### config.mk
export PLATFORM = sky130hd
export DESIGN_NAME = z_event_logger
export DESIGN_NICKNAME = d
export VERILOG_FILES = /design/src/rtl/z_event_logger.sv
export SDC_FILE = /design/constraint.sdc
export NUM_CORES = 1
export LEC_CHECK = 0
export CORE_MARGIN = 2
export CORE_UTILIZATION = 52
export DETAILED_ROUTE_END_ITERATION = 10
export PLACE_DENSITY = 0.8
export SETUP_SLACK_MARGIN = 0.3
export SLEW_MARGIN = 10
export SYNTH_ARGS = -nofsm -noshare
export SYNTH_HDL_FRONTEND = slang
export SYNTH_SLANG_ARGS = --single-unit
### constraint.sdc
create_clock -name clk -period 2.4 [get_ports clk]
set_input_delay 0.48 -clock clk [delete_from_list [all_inputs] [get_ports clk]]
set_output_delay 0.48 -clock clk [all_outputs]
set_load 0.05 [all_outputs]
### src/rtl/z_event_logger.sv
// z_event_logger: timestamps Z1/Z2 detector pulses, keeps saturating per-type
// counts and buffers {type, timestamp} records in a show-ahead FIFO drained by
// a valid/ready stream.
//
// state  | meaning
// -------+-----------------------------------------------
// EMPTY  | no record buffered, ev_valid low
// ACTIVE | 1..DEPTH-1 records buffered, head presented
// FULL   | DEPTH records buffered, pushes need a same-cycle pop
module z_event_logger #(
    parameter int DEPTH = 8,
    parameter int TS_W  = 8,
    parameter int CNT_W = 8
) (
    input  logic                     clk,
    input  logic                     reset,
    input  logic                     clr,
    input  logic                     Z1,
    input  logic                     Z2,
    output logic                     ev_valid,
    input  logic                     ev_ready,
    output logic                     ev_type,
    output logic [TS_W-1:0]          ev_time,
    output logic [CNT_W-1:0]         cnt1,
    output logic [CNT_W-1:0]         cnt2,
    output logic [$clog2(DEPTH):0]   level,
    output logic                     overflow,
    output logic                     err_both
);

    localparam int AW    = $clog2(DEPTH);
    localparam int LW    = AW + 1;
    localparam int REC_W = TS_W + 1;

    localparam logic [LW-1:0] LVL_FULL = LW'(DEPTH);

    localparam logic [1:0] ST_EMPTY  = 2'd0;
    localparam logic [1:0] ST_ACTIVE = 2'd1;
    localparam logic [1:0] ST_FULL   = 2'd2;

    logic [1:0]       state_q,  state_d;
    logic [TS_W-1:0]  ts_q,     ts_d;
    logic [AW-1:0]    wr_ptr_q, wr_ptr_d;
    logic [AW-1:0]    rd_ptr_q, rd_ptr_d;
    logic [LW-1:0]    level_q,  level_d;
    logic [CNT_W-1:0] cnt1_q,   cnt1_d;
    logic [CNT_W-1:0] cnt2_q,   cnt2_d;
    logic             ovf_q,    ovf_d;
    logic             both_q,   both_d;

    logic [REC_W-1:0] mem_q [DEPTH];
    logic [REC_W-1:0] head_w;

    logic event_w;
    logic pop_w;
    logic push_w;

    // Handshake decode: a full FIFO still accepts a record if the head leaves this cycle.
    always_comb begin
        event_w = Z1 | Z2;
        pop_w   = (state_q != ST_EMPTY) & ev_ready & ~clr;
        push_w  = event_w & ~clr & ((level_q != LVL_FULL) | pop_w);
    end

    // Datapath next-state: timestamp, pointers, occupancy, counters, sticky flags.
    always_comb begin
        ts_d     = ts_q;
        wr_ptr_d = wr_ptr_q;
        rd_ptr_d = rd_ptr_q;
        level_d  = level_q;
        cnt1_d   = cnt1_q;
        cnt2_d   = cnt2_q;
        ovf_d    = ovf_q;
        both_d   = both_q;
        if (clr) begin
            ts_d     = '0;
            wr_ptr_d = '0;
            rd_ptr_d = '0;
            level_d  = '0;
            cnt1_d   = '0;
            cnt2_d   = '0;
            ovf_d    = 1'b0;
            both_d   = 1'b0;
        end else begin
            ts_d = ts_q + TS_W'(1);
            if (push_w) begin
                wr_ptr_d = wr_ptr_q + AW'(1);
            end
            if (pop_w) begin
                rd_ptr_d = rd_ptr_q + AW'(1);
            end
            if (push_w && !pop_w) begin
                level_d = level_q + LW'(1);
            end else if (pop_w && !push_w) begin
                level_d = level_q - LW'(1);
            end
            if (Z1 && (cnt1_q != '1)) begin
                cnt1_d = cnt1_q + CNT_W'(1);
            end
            if (Z2 && (cnt2_q != '1)) begin
                cnt2_d = cnt2_q + CNT_W'(1);
            end
            // Counters still count a dropped record; only the FIFO entry is lost.
            if (event_w && !push_w) begin
                ovf_d = 1'b1;
            end
            if (Z1 && Z2) begin
                both_d = 1'b1;
            end
        end
    end

    // FIFO state machine, steered by the occupancy after this cycle's update.
    always_comb begin
        state_d = state_q;
        if (clr) begin
            state_d = ST_EMPTY;
        end else begin
            case (state_q)
                ST_EMPTY: begin
                    if (push_w) begin
                        state_d = ST_ACTIVE;
                    end
                end
                ST_ACTIVE: begin
                    if (level_d == LVL_FULL) begin
                        state_d = ST_FULL;
                    end else if (level_d == '0) begin
                        state_d = ST_EMPTY;
                    end
                end
                ST_FULL: begin
                    if (level_d != LVL_FULL) begin
                        state_d = ST_ACTIVE;
                    end
                end
                default: begin
                    state_d = ST_EMPTY;
                end
            endcase
        end
    end

    // Control and status registers with asynchronous active-low reset.
    always_ff @(posedge clk or negedge reset) begin
        if (!reset) begin
            state_q  <= ST_EMPTY;
            ts_q     <= '0;
            wr_ptr_q <= '0;
            rd_ptr_q <= '0;
            level_q  <= '0;
            cnt1_q   <= '0;
            cnt2_q   <= '0;
            ovf_q    <= 1'b0;
            both_q   <= 1'b0;
        end else begin
            state_q  <= state_d;
            ts_q     <= ts_d;
            wr_ptr_q <= wr_ptr_d;
            rd_ptr_q <= rd_ptr_d;
            level_q  <= level_d;
            cnt1_q   <= cnt1_d;
            cnt2_q   <= cnt2_d;
            ovf_q    <= ovf_d;
            both_q   <= both_d;
        end
    end

    // Record storage; Z2 wins the type bit when both pulses coincide.
    // When full with a same-cycle pop, wr_ptr equals rd_ptr and the slot being
    // vacated is rewritten at the edge, after the head has been consumed.
    always_ff @(posedge clk) begin
        if (push_w) begin
            mem_q[wr_ptr_q] <= {Z2, ts_q};
        end
    end

    // Stale memory contents are masked so the head reads zero while empty.
    always_comb begin
        head_w   = mem_q[rd_ptr_q];
        ev_valid = (state_q != ST_EMPTY);
        ev_type  = ev_valid & head_w[TS_W];
        ev_time  = ev_valid ? head_w[TS_W-1:0] : '0;
        cnt1     = cnt1_q;
        cnt2     = cnt2_q;
        level    = level_q;
        overflow = ovf_q;
        err_both = both_q;
    end

endmodule
==> results of run 1 <==
## report_power, final
| part | switching [mW] | total (mW) | internal, mW |
|---|---|---|---|
| logic | 0.450 | 0.800 | 0.351 |
| registers | 0.0726 | 2.16 | 2.09 |
| clock network | 0.633 | 1.03 | 0.398 |
## placed cells by master (no fill, tap or decap), types with 4 or more instances in the layout
| cell | Yosys | layout |
|---|---|---|
| a21oi_1 | 8 | 8 |
| and3_1 | 5 | 5 |
| buf_12 | 0 | 6 |
| buf_4 | 1 | 17 |
| buf_6 | 2 | 10 |
| clkbuf_8 | 0 | 9 |
| clkdlybuf4s50_1 | 0 | 6 |
| dfrtp_1 | 38 | 35 |
| dlygate4sd2_1 | 0 | 16 |
| dlymetal6s2s_1 | 0 | 4 |
| edfxtp_1 | 72 | 72 |
| ha_1 | 7 | 6 |
| mux2i_1 | 10 | 4 |
| mux2i_4 | 0 | 4 |
| mux4_2 | 18 | 18 |
| nand2_1 | 21 | 21 |
| nand3_1 | 9 | 9 |
| nand4_1 | 5 | 5 |
| nor2_1 | 52 | 40 |
| nor2_2 | 0 | 7 |
| nor2_4 | 0 | 5 |
| nor3_2 | 4 | 5 |
| o21ai_0 | 5 | 5 |
| or3_1 | 5 | 4 |
| xnor2_1 | 12 | 12 |
| xor2_1 | 12 | 12 |
## routing by layer
layer | vias up | wire (µm)
met3 | 10 | 345
met1 | 1430 | 3886
li1 | 1354 | -
met4 | 0 | 98
met5 | - | 0
met2 | 72 | 4460
## kinds of logic (layout without fill, tap and decap cells)
| family | after synthesis | in the layout | synth area share, % |
|---|---|---|---|
| DFF | 110 | 110 | 65.82 |
| xor gates and xnor gates | 24 | 24 | 4.444 |
| adders and majority gates | 7 | 7 | 1.852 |
| muxes | 28 | 28 | 10.69 |
| and+or+nand+nor | 116 | 116 | 11.56 |
| AOI/OAI and AO/OA | 28 | 28 | 3.836 |
| buffers and inverters | 17 | 84 | 1.799 |
## through the flow
stage	cell area [µm²]	setup slack, ns	cells	power [mW]	util, %
finish	5824	-0.05362	505	3.996	66.46
global route	5824	-0.1295	505	4.177	66.46
CTS	5778	-0.05581	503	4.005	65.93
detailed placement	5440	0.09371	481	2.921	62.08
global placement	5440	0.1323	481	2.902	62.08
floorplan	4823	0.2968	330	2.694	-
## timing repair
item | CTS | global route
resized for setup | 38 | 5
pin swaps | 0 | 1
cloned | 2 | 1
endpoints found under the setup margin | 25 | 13
buffers inserted | 4 | 1
## synthesized netlist by cell type, types with 2 or more instances
library cell,instances,area (µm²)
xor2_1,12,105.1
a31oi_1,2,12.51
and3_1,5,31.28
buf_6,2,22.52
edfxtp_1,72,2162
nand3_1,9,45.04
nor2_1,52,195.2
o211ai_1,2,15.01
o21ai_0,5,25.02
nand2b_1,2,12.51
dfrtp_1,38,950.9
mux2i_1,10,100.1
a21oi_1,8,40.04
o21a_1,3,22.52
xnor2_1,12,105.1
a211oi_1,3,22.52
nor3_1,5,25.02
inv_1,5,18.77
o21ai_2,2,17.52
mux4_2,18,405.4
nor3_2,4,40.04
buf_1,3,11.26
nand4_1,5,31.28
ha_1,7,87.58
clkbuf_1,4,15.01
or3_1,5,31.28
nand2_1,21,78.83
nor4_1,2,12.51
buf_2,2,10.01
## how the worst max path moves through the flow
stage                              to  slack (ns)  depth (start not counted)
after floorplan           mem_q[0][0]        0.30                          6
after global placement    mem_q[0][6]        0.13                          6
after detailed placement   state_q[1]        0.09                          7
after CTS                     ev_type       -0.06                          6
after global routing       ev_time[2]       -0.13                          6
final                      ev_time[2]       -0.05                          6
## sequential cells by signal (all words and copies together), names as in the netlist
name      cells
mem_q        72
cnt1          8
cnt2          8
ts_q          8
level         4
rd_ptr_q      3
wr_ptr_q      3
state_q       2
err_both      1
overflow      1
## cell type report
class | instances | area [µm²]
Fill cell | 636 | 2939
Clock buffer | 10 | 127.6
Sequential cell | 110 | 3117
Tap cell | 108 | 135.1
Inverter | 5 | 18.77
Timing Repair Buffer | 63 | 695.7
Multi-Input combinational cell | 203 | 1678
Clock inverter | 6 | 52.55
## critical path: cells and delay by family (launching register included)
kind | cells | cell delay [ns]
DFF | 1 | 0.41
muxes | 2 | 0.75
buffers and inverters | 3 | 0.40
and+or+nand+nor | 1 | 0.05
==> key figures, run 1 <==
Floorplan
  • Die Ht: 99.37 µm
  • Initial core utilization: 53.97%
  • Die Footprint: 0.009874 mm²
  • Chip Width: about 99 µm
  • Row count: 34
  • CORE AREA: around 0.0088 mm²
  • Ports: 38

Clock network
  • Reg clk slew, reported paths: around 0.10 ns
  • Clk sink count: 110
  • CTS tree: built
  • Clock Tree Root: clkbuf_8
  • Clk buf depth: 2
  • Worst skew pair latency: 0.38 ns
  • CTS Hold Bufs: 0
  • Number of buffers created by CTS: 9
  • H-Tree Depth: 3

Global routing
  • Gr busiest metal: met2
  • Total grt overflow: 0
  • Initial antenna violation count: 0
  • Met2 GRT Util: 32.17%
  • GR met3 Demand/Resource: 3.162%
  • Largest net degree at the start of global routing: 39
  • Grt met1 use: around a quarter
  • Total GRT Usage: 19.39%
  • Vias in the first global route: 2900
  • Global-route wire length before repair: 14.70 mm

Place
  • Routability Congestion: 0.8229
  • HPWL Detailed: 5.832 mm
  • PortBufs: 37

Worst setup path
  • Maximum fanout along the worst path: 5
  • R2r setup slk: 0.50 ns
  • Worst Setup SP: rd_ptr_q[0]
  • CP Data Required Time: between 1.5 and 2 ns
  • Crit path cell chain: buf_4 -> buf_12 -> mux4_2 -> mux2i_4 -> nor2_4 -> buf_6
  • Worst path slowest cell: mux4_2
  • Reg2Reg Depth: 7
  • CP Capture Type: output pin
  • WP data arrival: 1.97 ns
  • Delay of the slowest cell on the worst path: 0.55 ns
  • Critical path class: reg2out
  • Worst flop-to-flop path startpoint: level[1]
  • Worst R2R End: mem_q[0][0]
  • CP Launch Type: register

Timing
  • Slew headroom: 43.32%
  • Fin Setup TNS: -0.3077 ns
  • Post-Route Skew: 0.01170 ns
  • RSZ-0062 raised after global routing: yes
  • Worst slew pin tran: about 0.85 ns
  • Final setup fails: 9
  • Fin. Hold Viols: 0
  • Fin crit share: 102.2%
  • F_max: 407.6 MHz
  • Final hold slack: approximately 0.2 ns
  • Post-layout worst setup margin: -0.05362 ns
  • Period minus WS final: 2.454 ns
  • Slew Limit Fails: 0

Synth
  • Ys flop type: edfxtp_1
  • Post-synth design cell area: 0.004730 mm²
  • Ys Warns: 0
  • Synth async-reset ratio: between 30% and 40%
  • Yosys cell types: 39
  • Number of enable flip-flop cells after synthesis: 72
  • Mapped Nets: 343
  • Register area share after synthesis: 65.82%
  • Flops & latches, synth: 110
  • Syn Inst Count: 330
  • Avg Cell Area, Syn: 14.33 µm²

Job
  • Max-capacitance violation count: 0

Detailed routing
  • # DRC: 0
  • Number of routed nets with antenna violations: 0
  • TritonRoute pass-1 iters: 4
  • Vias per Instance: between 5 and 6
  • Via Count: about 2900
  • Post-Route WL: 8.791 mm
  • DRT iter0 DRCs: 182
  • DR WL/cell: ~17 µm

Worst hold path
  • Worst Hold Class: in2async

Finish
  • Ant. Diodes: 0
  • Area grow syn2layout: 23.15%
  • Share of layout cells above drive strength 1: roughly a quarter
  • Post-layout nets: 405

Power and ir drop
  • Leak: 2.245 nW
  • Max VDD drop: 0.4167 mV
  • PwrDens: 686.0 mW/mm²

Outcome
  • Failing checks: negative setup slack
  • Status: finished with violations
No activity file was read; power rests on OpenSTA's default activity.
==> run 2, diff against run 1 <==
--- a/config.mk
+++ b/config.mk
@@ -5,6 +5,7 @@
 export SDC_FILE = /design/constraint.sdc
 export NUM_CORES = 1
 export LEC_CHECK = 0
+export CAP_MARGIN = 15
 export CORE_MARGIN = 2
 export CORE_UTILIZATION = 52
 export DETAILED_ROUTE_END_ITERATION = 10
==> constraint.sdc (replaced) <==
create_clock -name clk -period 2.1 [get_ports clk]
set_input_delay 0.42 -clock clk [delete_from_list [all_inputs] [get_ports clk]]
set_output_delay 0.42 -clock clk [all_outputs]
set_load 0.05 [all_outputs]
==> key figures, run 2 (synthesized netlist as in run 1, its figures left out) <==
Timing
  • Final setup fails: 9
  • Period minus WS final: 2.365 ns
  • Post-Route Skew: 0.01381 ns
  • Slew Limit Fails: 0
  • Worst slew pin tran: ~0.5 ns
  • F_max: 422.8 MHz
  • Fin crit share: 112.6%
  • RSZ-0062 raised after global routing: yes
  • Fin. Hold Viols: 0
  • Slew headroom: between 60% and 70%
  • Post-layout worst setup margin: -0.2651 ns

Finish
  • Commonest non-fill, non-tap cell in the layout: edfxtp_1
  • Final std cells w/o fill: 534
  • Post-layout nets: between 400 and 500
  • Ant. Diodes: 0
  • Share of layout cells above drive strength 1: 39.20%
  • Top reg by flops: mem_q
  • Area grow syn2layout: 34.13%
  • Most frequent cells in the layout: edfxtp_1, nor2_1, dfrtp_1, buf_4, nand2_1
  • Fin util: 72.39%
  • Largest register FFs: 72

Global routing
  • Global-route wire length before repair: 15.93 mm
  • Largest net degree at the start of global routing: 39
  • Total grt overflow: 0
  • Vias in the first global route: 3094
  • Total GRT Usage: 21.39%
  • Initial antenna violation count: 0

Place
  • HPWL Detailed: 6.097 mm
  • PortBufs: 37
  • Routability Congestion: roughly 0.74
  • DP Cell Count: 494

Worst setup path
  • Reg2Reg Depth: 8
  • CP Launch Type: register
  • Critical path class: reg2out
  • CP Data Required Time: 1.68 ns
  • WP data arrival: 1.95 ns
  • CP Capture Type: output pin
  • Maximum fanout along the worst path: 9

Detailed routing
  • Vias per Instance: roughly 5.8
  • DR WL/cell: slightly below 20 µm
  • Post-Route WL: 10.58 mm
  • # DRC: 0
  • Number of routed nets with antenna violations: 0
  • TritonRoute pass-1 iters: 4
  • DRT iter0 DRCs: 155
  • Via Count: 3081

Outcome
  • Status: finished with violations
  • Failing checks: negative setup slack

Floorplan
  • Row count: 34
  • Initial core utilization: between 50 and 60%
  • Die Footprint: 0.009874 mm²
  • Ports: 38
  • Die Ht: 99.37 µm
  • CORE AREA: 0.008763 mm²
  • Chip Width: 99.37 µm

Clock network
  • Clk sink count: 110
  • CTS tree: built
  • Clk buf depth: 2
  • H-Tree Depth: 3
  • Clock Tree Root: clkbuf_8
  • Reg clk slew, reported paths: 0.11 ns
  • Number of buffers created by CTS: 9
  • Worst skew pair latency: 0.37 ns

Job
  • Max-capacitance violation count: 0

Power and ir drop
  • Total chip power: just under 5 mW
  • Leak: around 2.4 nW
  • Max VDD drop: 0.4094 mV
  • PwrDens: 765.6 mW/mm²

Worst hold path
  • Worst Hold Class: reg2reg
  • Hold path cells: 2
## run 2: path summary, 6_finish.rpt
check,from,end,slack [ns]
min,err_both,err_both,0.51
min reg2reg,err_both,err_both,0.51
max in group asynchronous,reset,ts_q[3],1.35
max,rd_ptr_q[0],ev_time[2],-0.27
min in group asynchronous,reset,level[3],0.54
max reg2reg,level[1],mem_q[0][6],0.12
## run 2: critical path: stages, from the launching register on
cell     delay (ns)
dfrtp_2        0.38
buf_4          0.13
buf_16         0.14
mux4_2         0.53
mux2i_4        0.20
nor2_4         0.04
buf_6          0.15
## run 2: cell type report
type	instances	area [µm²]
flip-flops and latches	110	3120
fillers	506	2420
multi-input cells	203	1911
repair buffers	92	977.2
well taps	108	135.1
clock buffers	10	127.6
clock inverters	6	46.29
inverters	5	26.28
## run 2: routing by layer
layer  up-vias  part of all wire (%)  GRT usage (%)
met5         -                     0              0
met4         0                   2.4          5.796
met3        19                   4.9          5.200
met2        96                    52          35.81
met1      1556                    40          28.36
li1       1410                     -              -
## run 2: repair_timing
action                                  CTS  global route
gates resized for setup                  69            48
pin swaps                                 2             5
setup buffers                            15             4
hold buffers                              1             0
gates cloned                              2             2
hold endpoints to repair                  5             0
endpoints found under the setup margin  106            88
## run 2: per-stage QoR
stage                     area, µm²  setup TNS (ns)  setup WS, ns  hold slack (ns)
after global placement         5650          -2.352      -0.09971           0.4008
final                          6344          -2.262       -0.2651           0.5110
after CTS                      6137          -2.485       -0.2937           0.5168
after global routing           6344          -2.957       -0.3390           0.5352
after detailed placement       5650          -4.429       -0.1385           0.4037
after floorplan                4910        -0.02899     -0.003221           0.1244
## run 2: power by group
part	total (mW)	switching [mW]	internal, mW
clock	1.16	0.717	0.444
sequential	2.47	0.0839	2.39
combinational	1.22	0.647	0.574
==> run 3, diff against run 2 <==
--- a/config.mk
+++ b/config.mk
@@ -5,7 +5,6 @@
 export SDC_FILE = /design/constraint.sdc
 export NUM_CORES = 1
 export LEC_CHECK = 0
-export CAP_MARGIN = 15
 export CORE_MARGIN = 2
 export CORE_UTILIZATION = 52
 export DETAILED_ROUTE_END_ITERATION = 10
==> results of run 3 <==
Same layout as run 2: the final DEF is identical, and so are final timing and power.
